===== src/rtl/addsub_pkg.sv =====
// Shared constants for the byte-serial add/sub unit: default width, byte width
// and the FSM state encoding.
package addsub_pkg;

  localparam int DATA_W_DEF = 32;
  localparam int BYTE_W     = 8;

  localparam logic [1:0] IDLE = 2'd0;
  localparam logic [1:0] CALC = 2'd1;
  localparam logic [1:0] DONE = 2'd2;

endpackage : addsub_pkg


===== src/rtl/addsub_serial_unit_add8.sv =====
// Combinational 8-bit adder with carry-in; the single arithmetic element
// reused for every byte step.
module add8_cin (
  input  logic [7:0] a,
  input  logic [7:0] b,
  input  logic       cin,
  output logic [7:0] s,
  output logic       cout
);

  logic [8:0] sum9;

  assign sum9 = 9'(a) + 9'(b) + 9'(cin);
  assign s    = sum9[7:0];
  assign cout = sum9[8];

endmodule : add8_cin


===== src/rtl/addsub_serial_unit.sv =====
// Byte-serial add/subtract: latches A and B (pre-inverted for subtract), ripples
// one byte per cycle through add8_cin with a registered carry, then holds the result.
module addsub_serial_unit
  import addsub_pkg::*;
#(
  parameter int DATA_W = DATA_W_DEF,
  localparam int N_BYTES = DATA_W / BYTE_W
) (
  input  logic              clk,
  input  logic              rst_n,
  input  logic              in_valid,
  output logic              in_ready,
  input  logic [DATA_W-1:0] in_a,
  input  logic [DATA_W-1:0] in_b,
  input  logic              in_sub,
  output logic              out_valid,
  input  logic              out_ready,
  output logic [DATA_W-1:0] out_s,
  output logic              out_carry,
  output logic              out_ovf,
  output logic              out_zero,
  output logic              busy
);

  localparam int IDX_W = (N_BYTES > 1) ? $clog2(N_BYTES) : 1;
  localparam logic [IDX_W-1:0]  LAST_IDX = IDX_W'(N_BYTES - 1);
  localparam logic [DATA_W-1:0] LOW_MASK = {DATA_W{1'b1}} >> BYTE_W;

  logic [1:0]        state_reg, state_next;
  logic [IDX_W-1:0]  idx_reg;
  logic [DATA_W-1:0] a_reg;
  logic [DATA_W-1:0] b_reg;
  logic              carry_reg;
  logic [DATA_W-1:0] s_reg;
  logic              out_valid_reg;
  logic              out_carry_reg;
  logic              out_ovf_reg;
  logic              out_zero_reg;

  logic [7:0] a_bytes [N_BYTES];
  logic [7:0] b_bytes [N_BYTES];
  logic [7:0] a_byte, b_byte, sum8;
  logic       cout8;
  logic       last_step;

  // Byte lanes of the latched operands, muxed by the step index.
  generate
    for (genvar gi = 0; gi < N_BYTES; gi++) begin : g_lanes
      assign a_bytes[gi] = a_reg[gi*BYTE_W +: BYTE_W];
      assign b_bytes[gi] = b_reg[gi*BYTE_W +: BYTE_W];
    end
  endgenerate

  assign a_byte    = a_bytes[idx_reg];
  assign b_byte    = b_bytes[idx_reg];
  assign last_step = (idx_reg == LAST_IDX);

  add8_cin u_add8 (
    .a    (a_byte),
    .b    (b_byte),
    .cin  (carry_reg),
    .s    (sum8),
    .cout (cout8)
  );

  always_ff @(posedge clk or negedge rst_n) begin
    if (!rst_n) begin
      state_reg <= IDLE;
    end else begin
      state_reg <= state_next;
    end
  end

  always_comb begin
    state_next = state_reg;
    case (state_reg)
      IDLE:    if (in_valid)  state_next = CALC;
      CALC:    if (last_step) state_next = DONE;
      DONE:    if (out_ready) state_next = IDLE;
      default: state_next = IDLE;
    endcase
  end

  always_comb begin
    in_ready = (state_reg == IDLE);
    busy     = (state_reg != IDLE);
  end

  // Datapath: operand capture, byte ripple, flag capture and result hold.
  always_ff @(posedge clk or negedge rst_n) begin
    if (!rst_n) begin
      idx_reg       <= '0;
      a_reg         <= '0;
      b_reg         <= '0;
      carry_reg     <= 1'b0;
      s_reg         <= '0;
      out_valid_reg <= 1'b0;
      out_carry_reg <= 1'b0;
      out_ovf_reg   <= 1'b0;
      out_zero_reg  <= 1'b0;
    end else begin
      case (state_reg)
        IDLE: begin
          if (in_valid) begin
            a_reg     <= in_a;
            b_reg     <= in_b ^ {DATA_W{in_sub}};
            carry_reg <= in_sub;
            idx_reg   <= '0;
          end
        end
        CALC: begin
          s_reg[idx_reg*BYTE_W +: BYTE_W] <= sum8;
          carry_reg <= cout8;
          idx_reg   <= idx_reg + 1'b1;
          if (last_step) begin
            out_valid_reg <= 1'b1;
            out_carry_reg <= cout8;
            out_ovf_reg   <= (a_reg[DATA_W-1] == b_reg[DATA_W-1]) &&
                             (sum8[7] != a_reg[DATA_W-1]);
            // Lower bytes are already final; top byte is still in flight.
            out_zero_reg  <= ((s_reg & LOW_MASK) == '0) && (sum8 == 8'd0);
          end
        end
        DONE: begin
          if (out_ready) out_valid_reg <= 1'b0;
        end
        default: ;
      endcase
    end
  end

  assign out_valid = out_valid_reg;
  assign out_s     = s_reg;
  assign out_carry = out_carry_reg;
  assign out_ovf   = out_ovf_reg;
  assign out_zero  = out_zero_reg;

endmodule : addsub_serial_unit


===== config.mk =====
export PLATFORM = sky130hd
export DESIGN_NAME = addsub_serial_unit
export DESIGN_NICKNAME = d
export VERILOG_FILES = /design/src/rtl/addsub_pkg.sv /design/src/rtl/addsub_serial_unit_add8.sv /design/src/rtl/addsub_serial_unit.sv
export SDC_FILE = /design/constraint.sdc
export NUM_CORES = 1
export LEC_CHECK = 0
export ABC_AREA = 0
export CELL_PAD_IN_SITES_DETAIL_PLACEMENT = 0
export CELL_PAD_IN_SITES_GLOBAL_PLACEMENT = 1
export CORE_MARGIN = 10
export CORE_UTILIZATION = 40
export CTS_CLUSTER_DIAMETER = 120
export CTS_CLUSTER_SIZE = 10
export DETAILED_ROUTE_END_ITERATION = 12
export GPL_ROUTABILITY_DRIVEN = 0
export PLACE_DENSITY = 0.86
export SLEW_MARGIN = 20
export SYNTH_ARGS = -nofsm -noshare
export SYNTH_HDL_FRONTEND = slang
export SYNTH_SLANG_ARGS = --single-unit

===== constraint.sdc =====
create_clock -name clk -period 3.76 [get_ports clk]
set_clock_uncertainty 0.1 [all_clocks]
set_input_delay 1.128 -clock clk [delete_from_list [all_inputs] [get_ports clk]]
set_output_delay 1.128 -clock clk [all_outputs]
set_load 0.01 [all_outputs]

==> results.yml, run 1 <==
outcome:
  status: "finished, final reports clean"
route:
  first_iter_violations: 192
  drt_wl_total_mm: 12.64
  wire_per_inst_um: 17.90
  drc: 0
  ant_nets: 0
  via_per_inst: 5.167
  first_pass_iters: 4
  vias: 3648
global_routing:
  grt_use_total: 0.1457
  antenna_found_initial: 0
  grt_pass1_wl_mm: 20.76
  grt_pass1_vias: 3964
  grt_start_max_net_pins: 74
  overflow: 0
layout:
  diodes: 0
  fin_area_um2: 6611
  area_growth_pct: 31.80
  final-seq-area_um2: 2629
  drive_above_1_share: 0.1506
  layout.nets: 617
  multi_input_area_um2: 2276
  fillers: 1031
clock_network:
  cts_root_buf: "clkbuf_16"
  cts_tree: "built"
  clkSinkCount: 105
  clk_pin_slew_worst_paths_ps: 70
  worstSkewPairLatency_ps: 340
  numCtsBuffers: 9
  clk_path_buf_depth: 2
  cts_max_level: 3
  postCtsSetupRepairBufs: 0
setup_path:
  crit_family: "simple AND/OR/NAND/NOR gates"
  critical_path.cell_chain: "mux4_2 > fa_1 > inv_1 > fa_1 > nor4b_1 > nand4_1 > nor4_1 > nand4_1 > nor4b_1 > a32o_1"
  crit_required_ps: 3940
  crit_type: "reg2reg"
  cp_max_fo: 7
  crit_arrival_ps: 3530
  cp_slowest_stage_delay_ps: 550
  crit_slowest_cell: "mux4_2"
  critPathLaunchType: "flop"
  endpoint_kind: "flop"
  critPathBufInv: 1
die:
  fp.dieH_um: 132.0
  fp-row-count: 40
  fp.dieArea_um2: 17420
  die_w_um: 132.0
  ioPinCount: 107
  start_util: 0.4124
  core_um2: 12160
power:
  total_power_mw: 6.657
  leakagePower_nw: 2.671
  powerDensity_nw_per_um2: 1007
  peakVddDrop_mv: 0.5156
timing:
  finalSetupViolCount: 0
  drv_slew: 0
  fin_crit_sh: 0.8915
  period_minus_slack_ps: 3352
  worst_pin_slew_ps: 915.1
  finalSetupTns_ps: 0
  relSlewSlack: 0.3900
  layout_setup_ws_ps: 408.1
  fmax_mhz: 298.3
  rsz0062_at_grt: "false"
  hold_viol: 0
synthesis:
  ys_warn_count: 0
  synth_ff_type: "dfrtp_1"
  yosysSeqAreaShare: 0.5238
  ys_ff_latch: 105
  synthCells: 427
  syn_nets: 511
  synthTopCellsByArea: "dfrtp_1 (52%), mux2_2 (7.4%), mux4_2 (7.2%)"
  synth_common_cells: "dfrtp_1 (105), nor2_1 (48), a21oi_1 (37)"
  synth_largest_area_cell: "dfrtp_1"
  synth_area_um2: 5016
  synth_top_area_frac: 0.5238
  synth-edff-count: 0
  synth.most_common_cell: "dfrtp_1"
  async_flop_share: 1.000
  synth_cell_type_count: 39
  syn_avg_cell_area_um2: 11.75
place:
  port_buffers: 106
  post_dp_cell_area_um2: 6297
  pre_cts_ws_ps: 275.0
  detailed_place_hpwl_mm: 9.845
hold_path:
  worstHoldPathType: "reg2reg"
flow_run:
  drv_cap: 0
[cell type report]
type,instances,share of cell area
flip-flops and latches,105,0.3976
multi-input cells,292,0.3442
clock inverters,5,0.01211
well taps,168,0.03179
repair buffers,115,0.1734
inverters,10,0.005678
clock buffers,11,0.03520
[tightest hold or removal path, delay by kind of cell, from the launching register on]
| kind | cells | cell delay [ps] |
|---|---|---|
| AO/OA/AOI/OAI | 1 | 60 |
| flip-flops | 1 | 350 |
| AND/OR/NAND/NOR | 1 | 50 |
[cell usage in the layout (no fill, tap or decap), types with 16 or more instances in the layout]
master	n
a21oi_1	37
clkdlybuf4s50_1	104
dfrtp_1	104
mux2_2	33
mux4_2	16
nand2_1	28
nor2_1	48
o21ai_0	25
xnor2_1	32
[what timing repair did]
item                                    in CTS  in global routing
gates resized for setup                      0                  1
hold buffers                                 0                  0
endpoints found under the setup margin       0                  1
[cell families after synthesis]
logic type | after synthesis | synth area share
AND/OR/NAND/NOR | 107 | 0.09703
flip-flops | 105 | 0.5238
buffers and inverters | 30 | 0.02295
adder cells (fa/ha/maj) | 15 | 0.04041
multiplexers | 50 | 0.1479
XOR/XNOR | 34 | 0.05937
AO/OA/AOI/OAI | 86 | 0.1085
[path summary, 6_finish.rpt]
check | start | to | slack, ps | depth (start not counted)
min in group asynchronous | rst_n | out_s[10] | 810 | 1
setup reg to reg | idx_reg[0] | out_zero | 410 | 10
hold reg to reg | out_s[26] | out_s[26] | 390 | 2
hold / removal | out_s[26] | out_s[26] | 390 | 2
max in group asynchronous | rst_n | out_s[25] | 1970 | 2
setup / recovery | idx_reg[0] | out_zero | 410 | 10
[where the power goes]
part	internal (mW)	leakage (nW)	switching, mW
Combinational	1.72	1.25	1.97
Sequential	1.62	1.28	0.359
Clock	0.583	0.146	0.402
[layer usage]
layer	part of all wire	vias up	track usage	wire length (um)
li1	-	1728	-	-
met1	0.44	1805	0.1789	5508
met2	0.50	105	0.2457	6257
met3	0.056	10	0.04040	714
met4	0.013	0	0.03770	159
met5	0	-	0	0
[stage by stage]
| stage | hold slack, ps | instances | utilization |
|---|---|---|---|
| after floorplan | 367.5 | 427 | - |
| after global placement | 370.9 | 690 | 0.5178 |
| after detailed placement | 386.4 | 690 | 0.5178 |
| after CTS | 401.7 | 706 | 0.5435 |
| after global routing | 431.7 | 706 | 0.5436 |
| final | 392.3 | 706 | 0.5436 |
No activity file was read; power rests on OpenSTA's default activity.
==> run 2: changes to the inputs <==
--- a/config.mk
+++ b/config.mk
@@ -13,9 +13,8 @@
 export CTS_CLUSTER_DIAMETER = 120
 export CTS_CLUSTER_SIZE = 10
 export DETAILED_ROUTE_END_ITERATION = 12
-export GPL_ROUTABILITY_DRIVEN = 0
+export GPL_ROUTABILITY_DRIVEN = 1
 export PLACE_DENSITY = 0.86
-export SLEW_MARGIN = 20
 export SYNTH_ARGS = -nofsm -noshare
 export SYNTH_HDL_FRONTEND = slang
 export SYNTH_SLANG_ARGS = --single-unit
==> results.yml, run 2 (same netlist as run 1, synthesis figures left out) <==
outcome:
  status: "finished, final reports clean"
global_routing:
  grt_pass1_wl_mm: 20.36
  gr-usage-met3: 0.04002
  grt_use_total: 0.1427
  overflow: 0
  antenna_found_initial: 0
  grt_util_met1: 0.1738
  grt_pass1_vias: 3863
  met2_usage: 0.2387
  grt_busiest_layer: "met2"
  grt_start_max_net_pins: 57
die:
  core_um2: 12160
  start_util: 0.4124
  ioPinCount: 107
  fp-row-count: 40
  fp.dieH_um: 132.0
  fp.dieArea_um2: 17420
  die_w_um: 132.0
timing:
  hold_viol: 0
  drv_slew: 0
  finalSetupViolCount: 0
  layout_setup_ws_ps: 311.0
  fin_crit_sh: 0.9173
  finalSetupTns_ps: 0
  relSlewSlack: 0.4231
  worst_pin_slew_ps: 865.4
  rsz0062_at_grt: "false"
  fmax_mhz: 289.9
  period_minus_slack_ps: 3449
route:
  drt_wl_total_mm: 12.38
  first_pass_iters: 4
  drc: 0
  via_per_inst: 5.045
  first_iter_violations: 255
  ant_nets: 0
  vias: 3577
  wire_per_inst_um: 17.46
setup_path:
  cp_slowest_stage_delay_ps: 580
  endpoint_kind: "flop"
  critPathBufInv: 1
  crit_slowest_cell: "dfrtp_1"
  crit_family: "compound AO/OA/AOI/OAI gates"
  critPathLaunchType: "flop"
  rrSetupSlack_ps: 310
  crit_type: "reg2reg"
  crit_arrival_ps: 3620
  crit_required_ps: 3930
  cp_max_fo: 8
  critical_path.cell_chain: "buf_4 > mux4_2 > ha_1 > a211oi_2 > o21bai_2 > a2111oi_4 > nor3b_1 > or4_1 > a31oi_1"
power:
  seqPwrFrac: 0.301
  p_sw_frac: 0.4146
  p_int_mw: 3.863
  peakVddDrop_mv: 0.5958
  p_sw_mw: 2.736
  leakagePower_nw: 2.683
  powerDensity_nw_per_um2: 1001
  p_comb_frac: 0.564
  power_frac_clock: 0.135
layout:
  fillers: 1064
  drive_above_1_share: 0.1571
  layout_commonest_cell: "dfrtp_1"
  diodes: 0
  mostFrequentLayoutCells: "dfrtp_1 (105), clkdlybuf4s50_1 (104), nor2_1 (48), a21oi_1 (37), mux2_2 (33)"
  layout.nets: 620
  area_growth_pct: 31.35
clock_network:
  cts_tree: "built"
  clk_pin_slew_worst_paths_ps: 70
  worstSkewPairLatency_ps: 340
  clk_path_buf_depth: 2
  clkSinkCount: 105
  cts_resized: 0
  postCtsSetupRepairBufs: 0
  cts_max_level: 3
  holdBufCountCts: 0
  numCtsBuffers: 9
  cts_root_buf: "clkbuf_16"
flow_run:
  drv_cap: 0
hold_path:
  worstHoldPathType: "reg2reg"
place:
  finalWeightedCongestion: 0.8149
  port_buffers: 106
  detailed_place_hpwl_mm: 9.813
  pre_cts_ws_ps: 261.7
==> run 2: changes by cell type in the layout (fill, tap and decap cells not counted), moves of 2 or more <==
cell,previous run,this run
buf_4,8,12
bufinv_16,2,0
clkbuf_1,2,0
clkbuf_8,0,2
clkinv_2,1,4
clkinvlp_4,2,0
==> run 2: power by group through the flow <==
stage,logic [mW],clock network (mW),registers (mW)
global route,4.11,0.961,2.06
detailed placement,3.73,0,2.02
floorplan,2.48,0,1.90
global placement,3.69,0,2.00
finish,3.72,0.891,1.99
CTS,3.75,0.909,2.00
==> run 2: path summary, 6_finish.rpt <==
kind,start,end,cells past startpoint
hold reg to reg,out_s[29],out_s[29],2
max in group asynchronous,rst_n,idx_reg[1],2
setup / recovery,idx_reg[0],out_ovf,9
setup reg to reg,idx_reg[0],out_ovf,9
hold / removal,out_s[29],out_s[29],2
min in group asynchronous,rst_n,out_s[8],1
==> run 2: worst min-delay path, cell delays in order, from the launching register on <==
cell	delay (ps)
dfrtp_1	340
nand2_1	50
o21ai_0	60
==> run 2: routing by layer <==
| layer | vias up | share of wire |
|---|---|---|
| li1 | 1727 | - |
| met1 | 1746 | 0.43 |
| met2 | 90 | 0.50 |
| met3 | 14 | 0.059 |
| met4 | 0 | 0.014 |
| met5 | - | 0 |
==> run 2: layout make-up <==
class	instances	area [um^2]	area share
flip-flops and latches	105	2628	0.3988
multi-input cells	292	2276	0.3454
repair buffers	118	1156	0.1755
clock buffers	11	252.7	0.03836
well taps	168	210.2	0.03190
inverters	10	37.54	0.005697
clock inverters	5	28.78	0.004368
==> run 2: metrics by stage <==
step | hold slack (ps) | util | power, mW | cells | instance area [um^2]
6_report | 384.4 | 0.5418 | 6.599 | 709 | 6589
2_1_floorplan | 367.5 | - | 4.380 | 427 | 5016
4_1_cts | 397.1 | 0.5418 | 6.663 | 709 | 6589
3_5_place_dp | 382.6 | 0.5186 | 5.757 | 693 | 6307
5_1_grt | 421.0 | 0.5418 | 7.128 | 709 | 6589
3_3_place_gp | 375.4 | 0.5186 | 5.683 | 693 | 6307
